[src/rtl/regfile_clr.sv]
// regfile_clr: 2-read/1-write register file with a self-clearing sequencer and hardwired r0
module regfile_clr #(
  parameter int WIDTH = 32,
  parameter int AW = 5,
  parameter int BYPASS = 0
) (
  input  logic             clock,
  input  logic             reset_n,
  input  logic             clr_req,
  input  logic             we3,
  input  logic [AW-1:0]    ra1,
  input  logic [AW-1:0]    ra2,
  input  logic [AW-1:0]    wa3,
  input  logic [WIDTH-1:0] wd3,
  output logic [WIDTH-1:0] rd1,
  output logic [WIDTH-1:0] rd2,
  output logic             busy
);
  localparam int NREGS = 2**AW;
  typedef enum logic {CLEAR, READY} state_t;
  state_t state, state_nx;
  logic [AW-1:0] clr_ptr, clr_ptr_nx;
  logic [WIDTH-1:0] mem [NREGS];
  logic last;
  assign busy = (state == CLEAR);
  assign last = &clr_ptr;
  // State register: reset always restarts a full clear walk from entry 1
  always_ff @(posedge clock or negedge reset_n)
    if (!reset_n) begin
      state <= CLEAR;
      clr_ptr <= AW'(1);
    end else begin
      state <= state_nx;
      clr_ptr <= clr_ptr_nx;
    end
  // Next state: walk to the top entry then go ready; a request while ready restarts the walk
  always_comb begin
    state_nx = busy ? (last ? READY : CLEAR) : (clr_req ? CLEAR : READY);
    clr_ptr_nx = busy ? (last ? clr_ptr : clr_ptr + AW'(1)) : (clr_req ? AW'(1) : clr_ptr);
  end
  // Storage has no reset; the walk zeroes it, and entry 0 is never written nor read
  always_ff @(posedge clock)
    if (busy) mem[clr_ptr] <= '0;
    else if (we3 && wa3 != '0) mem[wa3] <= wd3;
  // Reads: zero while clearing or for r0, optional same-cycle forwarding of the write
  always_comb begin
    rd1 = (busy || ra1 == '0) ? '0 : (BYPASS != 0 && we3 && wa3 == ra1) ? wd3 : mem[ra1];
    rd2 = (busy || ra2 == '0) ? '0 : (BYPASS != 0 && we3 && wa3 == ra2) ? wd3 : mem[ra2];
  end
endmodule

[config.mk]
export PLATFORM = sky130hd
export DESIGN_NAME = regfile_clr
export DESIGN_NICKNAME = d
export VERILOG_FILES = /design/src/rtl/regfile_clr.sv
export SDC_FILE = /design/constraint.sdc
export NUM_CORES = 1
export LEC_CHECK = 0
export ABC_AREA = 1
export ABC_CLOCK_PERIOD_IN_PS = 4200
export CAP_MARGIN = 20
export CORE_UTILIZATION = 40
export DETAILED_ROUTE_END_ITERATION = 6
export GPL_ROUTABILITY_DRIVEN = 0
export MAX_ROUTING_LAYER = met4
export PLACE_DENSITY_LB_ADDON = 0.1
export SYNTH_ARGS = -nofsm -noshare
export SYNTH_HDL_FRONTEND = slang
export SYNTH_SLANG_ARGS = --single-unit
export TNS_END_PERCENT = 30
[constraint.sdc]
create_clock -name clock -period 4.2 [get_ports clock]
set_input_delay 0.63 -clock clock [delete_from_list [all_inputs] [get_ports clock]]
set_output_delay 0.63 -clock clock [all_outputs]
set_load 0.03 [all_outputs]
* Word level (Yosys, flattened, before mapping) *
Memory sizes are Yosys's and may differ from the RTL's.
Index checks and enable logic that the tools add are counted.

storage, ports and cells
  logic and storage cells = 31
  output and inout port bits = 65
  bits of input ports = 51
  bits in writable memories = 1024
  bits in registers = 6
  memories kept = 1

cells by class
  equality and inequality tests = 2
  bitwise operators = 1
  mux-type cells = 15
  $add $sub $neg = 1
  reductions and logical operators = 9

memories
  memory  depth  width  read ports  clocked after Yosys merged registers in  wr ports  line  source
  mem     32     32     2           0                                        1         23    logic [WIDTH-1:0] mem [NREGS];

operators with widths
  operator                                     number
  two-way mux 32 bit                           3
  OR reduction 32 bit                          1
  two-way mux 5 bit                            4
  zero test 5 bit                              2
  two-way mux 1 bit                            8
  adder 5 x 1 -> 5 bit, second input constant  1
  AND reduction 5 bit                          1
  nonzero test 5 bit                           1
  != test 2 bit, second input constant         2
  logical OR 1 bit                             2
  AND reduction 2 bit                          1
  logical AND 1 bit                            1
  NOT 1 bit                                    1

* Longest topological paths before layout *
  depth after elaboration = 7
  depth in mapped cells = 13
  mapped depth without buffers = 9

* Worst setup path after synthesis *
Ideal clock, no wire load.

  kind = input to register
  start point = in wa3[2]
  end point = mem mem[0][0] (enable)
  library setup time = 0.421 ns
  stages = 7
  path buffers = 1
  data required time = 3.779 ns
  arrival = 2.940 ns
  slack = 0.839 ns
  cells stage by stage = inv_1 > nand4_1 > nand3_2 > buf_2 > o21ai_0 > nand3_1 > nor2_1

between the ends
  longest elaborated chain between the ends = 7
  elaborated cells between the ends (all ways) = 8
  classes of those cells = mux (5); reduce/logical (3)

ends and longest elaborated chain
  what                                                                            line  source
  start, declared                                                                 13    input logic [AW-1:0] wa3,
  nonzero test 5 bit                                                              44    else if (we3 && wa3 != '0) mem[wa3] <= wd3;
  logical AND 1 bit                                                               44
  two-way mux 1 bit                                                               44
  two-way mux 1 bit                                                               43    if (busy) mem[clr_ptr] <= '0;
  two-way mux 1 bit (not written as such)                                         44
  OR reduction 32 bit (no source line)                                            n/a
  two-way mux 5 bit (no source line) / two-way mux 1 bit (equally long branches)  n/a
  end, declared                                                                   23

Parallel ways exist; a longest one is shown, timed or not.

* Worst setup path in the final report *
  start point = in ra1[1]
  end point = out rd1[23]

between the ends
  longest elaborated chain between the ends = 3
  elaborated cells between the ends (all ways) = 4
  classes of those cells = mux (1); reduce/logical (2); memory (1)

ends and longest elaborated chain
  what                                                          line  source
  start, declared                                               11    input logic [AW-1:0] ra1,
  branches (longest 2 deep; another with memory (32 x 32 bit))  n/a
  two-way mux 32 bit (*)                                        47    rd1 = (busy || ra1 == '0) ? '0 : (BYPASS != 0 && we3 && wa3 == ra1) ? wd3 : mem[ra1];
  end, declared                                                 15    output logic [WIDTH-1:0] rd1,

Every way passes the cells marked *.

==> impl_metrics.env <==
export IMPL_status="finished, final reports clean"
export IMPL_vdd_ir_drop_max_uv=350
export IMPL_dieArea_sq_mm=0.132
export IMPL_clock_sinks=1030
export IMPL_synth_top_cell_by_area="edfxtp_1"
export IMPL_layout_nets=6131
export IMPL_cts_hold_fix_buffers=0
export IMPL_wl_microns=204000
export IMPL_vias=44800
export IMPL_syn_nets=6073
export IMPL_layout_commonest_cell="nand2_1"
export IMPL_placedInstanceArea_sq_mm=0.0569
export IMPL_critPathKind="primary input to output pin"
export IMPL_synth_area_sq_mm=0.0521
export IMPL_vias_per_cell=5.65
export IMPL_maxSlewViolCount=0
export IMPL_fmax_ghz=0.266
export IMPL_synth_mux_area_frac=0
export IMPL_drtIter0Drc=5529
export IMPL_cp_slowest_stage_delay_ns=0.53
export IMPL_cp_end_kind="output pin"
export IMPL_combPwrFrac=0.218
export IMPL_p_sw_frac=0.316
export IMPL_ys_seq_area_frac=0.593
export IMPL_ys_ff_latch=1030
export IMPL_p_int_uw=20400
export IMPL_tns_ns=0
export IMPL_crit_slowest_cell="a21oi_1"
export IMPL_ant_nets=0
export IMPL_cellLeakagePower_uw=0.0236
export IMPL_pin_count=116
export IMPL_cts_tree="built"
export IMPL_cts_setup_buffers=0
export IMPL_required_ns=3.57
export IMPL_synthCells=6020
export IMPL_grt_antenna_before_repair=4
export IMPL_p_total_uw=29900
export IMPL_crit_arrival_ns=3.13
export IMPL_stdcell_area_sq_mm=0.0606
export IMPL_cts_root_buf="clkbuf_16"
export IMPL_grt_max_degree=139
export IMPL_yosysTopAreaCellShare=0.591
export IMPL_cp_buffers_inverters=4
export IMPL_yosysWarnings=0
export IMPL_syn_to_final_growth_pct=16.4
export IMPL_drc=0
export IMPL_power_density_mw_per_mm2=493
export IMPL_worstRegToRegCells=5
export IMPL_portBuffers=115
export IMPL_rows=132
export IMPL_dieHeight_microns=363
export IMPL_synth_compound_area_frac=0.0742
export IMPL_fin_crit_ns=3.76
export IMPL_clock_skew_final_ns=0.0227
export IMPL_yosysUniqueCellTypes=28
export IMPL_synthSimpleGateAreaFrac=0.281
export IMPL_path_max_fanout=61
export IMPL_cts_resized=0
export IMPL_min_path_type="primary input to async pin"
export IMPL_rsz0062_at_grt="false"
export IMPL_grt_overflow_total=0
export IMPL_wl_per_cell_microns=25.8
export IMPL_utilization=0.469
export IMPL_maxCapViolCount=0
export IMPL_start_kind="primary input"
export IMPL_numCtsBuffers=116
export IMPL_dpl_hpwl_microns=121000
export IMPL_worstMarginPinSlew_ns=0.990
export IMPL_p_sw_uw=9430
export IMPL_synthXorXnorAreaFrac=0
export IMPL_relSlewSlack=0.339
export IMPL_crit_path_frequent_cell="nand3_1"
export IMPL_clk_pin_slew_ns=0.06
export IMPL_synth_top_family_by_area="simple AND/OR/NAND/NOR gates"
export IMPL_first_global_vias=41900
export IMPL_insertion_delay_ns=0.74
export IMPL_clockBufferDepth=3
export IMPL_initial_core_util=0.403
export IMPL_cp_cell_sequence="buf_6 -> inv_6 -> buf_12 -> nand3_1 -> nand3_1 -> nand3_1 -> nand3_1 -> a21oi_1 -> buf_12"
export IMPL_die_w_microns=363
export IMPL_reg2reg_slack_ns=1.35
export IMPL_rr_endpoint="mem[7][11]"
export IMPL_cts_max_level=3
export IMPL_ys_top_cells_by_area="edfxtp_1 (59%), nand2_1 (15%), nand3_1 (7.3%)"
export IMPL_hold_viol_final=0
export IMPL_layout_drive_gt1_share=0.0907
export IMPL_reg2reg_from="state"
export IMPL_finalCritPeriodShare=0.895
export IMPL_p_clk_frac=0.341
export IMPL_cp_top_family="buffers and inverters"
export IMPL_final_cell_mix="nand2_1 (2083), edfxtp_1 (1024), nand3_1 (764), nor2_1 (692), o21ai_0 (467)"
export IMPL_grt_pass1_wl_microns=292000
export IMPL_setup_viol=0
export IMPL_drt_first_pass_iters=6
export IMPL_postSynthAreaPerCell_sq_um=8.65
export IMPL_p_seq_frac=0.441
export IMPL_grt_total_usage=0.316
export IMPL_coreArea_sq_mm=0.129
export IMPL_synthAdderAreaFrac=0.000481
[metal layers]
layer / routed length, microns / track usage / vias to the layer above
li1: - / - / 20400
met1: 86900 / 0.432 / 21700
met2: 92300 / 0.481 / 2369
met3: 18300 / 0.0487 / 399
met4: 6420 / 0.104 / 0
met5: 0 / - / -
[power by group through the flow]
stage / Clock [uW] / Combinational, uW / Sequential [uW]
after detailed placement: 0 / 6440 / 13400
after floorplan: 0 / 3050 / 13300
after CTS: 10300 / 6450 / 13200
after global routing: 10700 / 6910 / 13300
after global placement: 0 / 6410 / 13400
final: 10200 / 6520 / 13200
[state kept, by name (all words and copies together), names as in the netlist]
| signal | flops |
|---|---|
| clr_ptr | 5 |
| state | 1 |
| mem | 1024 |
[synthesized netlist by cell type]
cell	count
o211ai_1	17
dfrtp_1	5
a21oi_1	237
edfxtp_1	1024
nor2_4	1
o211ai_2	1
clkinv_1	2
buf_1	45
inv_1	180
inv_2	4
nand3_1	764
nand2_1	2085
nor2_2	1
o22ai_1	11
buf_2	205
clkbuf_2	1
clkbuf_1	147
nand4_1	5
buf_6	14
o21ai_0	467
dfstp_2	1
nor2_1	755
ha_1	2
nand3_2	1
o31ai_1	1
buf_4	8
and3_1	11
o21ai_1	25
[cells by family after synthesis]
| logic type | after synthesis |
|---|---|
| adders and majority gates | 2 |
| DFF | 1030 |
| and+or+nand+nor | 3623 |
| AOI/OAI and AO/OA | 759 |
| buffers and inverters | 606 |
[cell type report]
cell class / instances / area [sq um]
repair buffers: 360 / 4210
fillers: 12100 / 68700
well taps: 1742 / 2180
inverters: 186 / 732
diodes: 1 / 2.50
flip-flops and latches: 1030 / 30900
clock buffers: 146 / 3090
clock inverters: 71 / 657
multi-input cells: 4384 / 18800
[through the flow]
stage / hold WS [ns] / cells / worst slack, ns
final: 0.117 / 7920 / 0.441
after global routing: 0.135 / 7920 / 0.455
after CTS: 0.0803 / 7919 / 0.529
after detailed placement: 0.570 / 7702 / 0.439
after global placement: 0.565 / 7702 / 0.467
after floorplan: 0.334 / 6020 / 0.839
[worst max-delay path by stage]
stage / from / endpoint / slack [ns] / depth (start not counted)
2_1_floorplan: wa3[2] / mem[0][0] / 0.84 / 7
5_1_grt: ra1[1] / rd1[23] / 0.45 / 9
6_report: ra1[1] / rd1[23] / 0.44 / 9
3_5_place_dp: wa3[3] / mem[7][8] / 0.44 / 8
4_1_cts: ra1[1] / rd1[23] / 0.53 / 9
3_3_place_gp: wa3[2] / mem[7][8] / 0.47 / 8
Note: power is estimated with default switching activity, not from simulation.
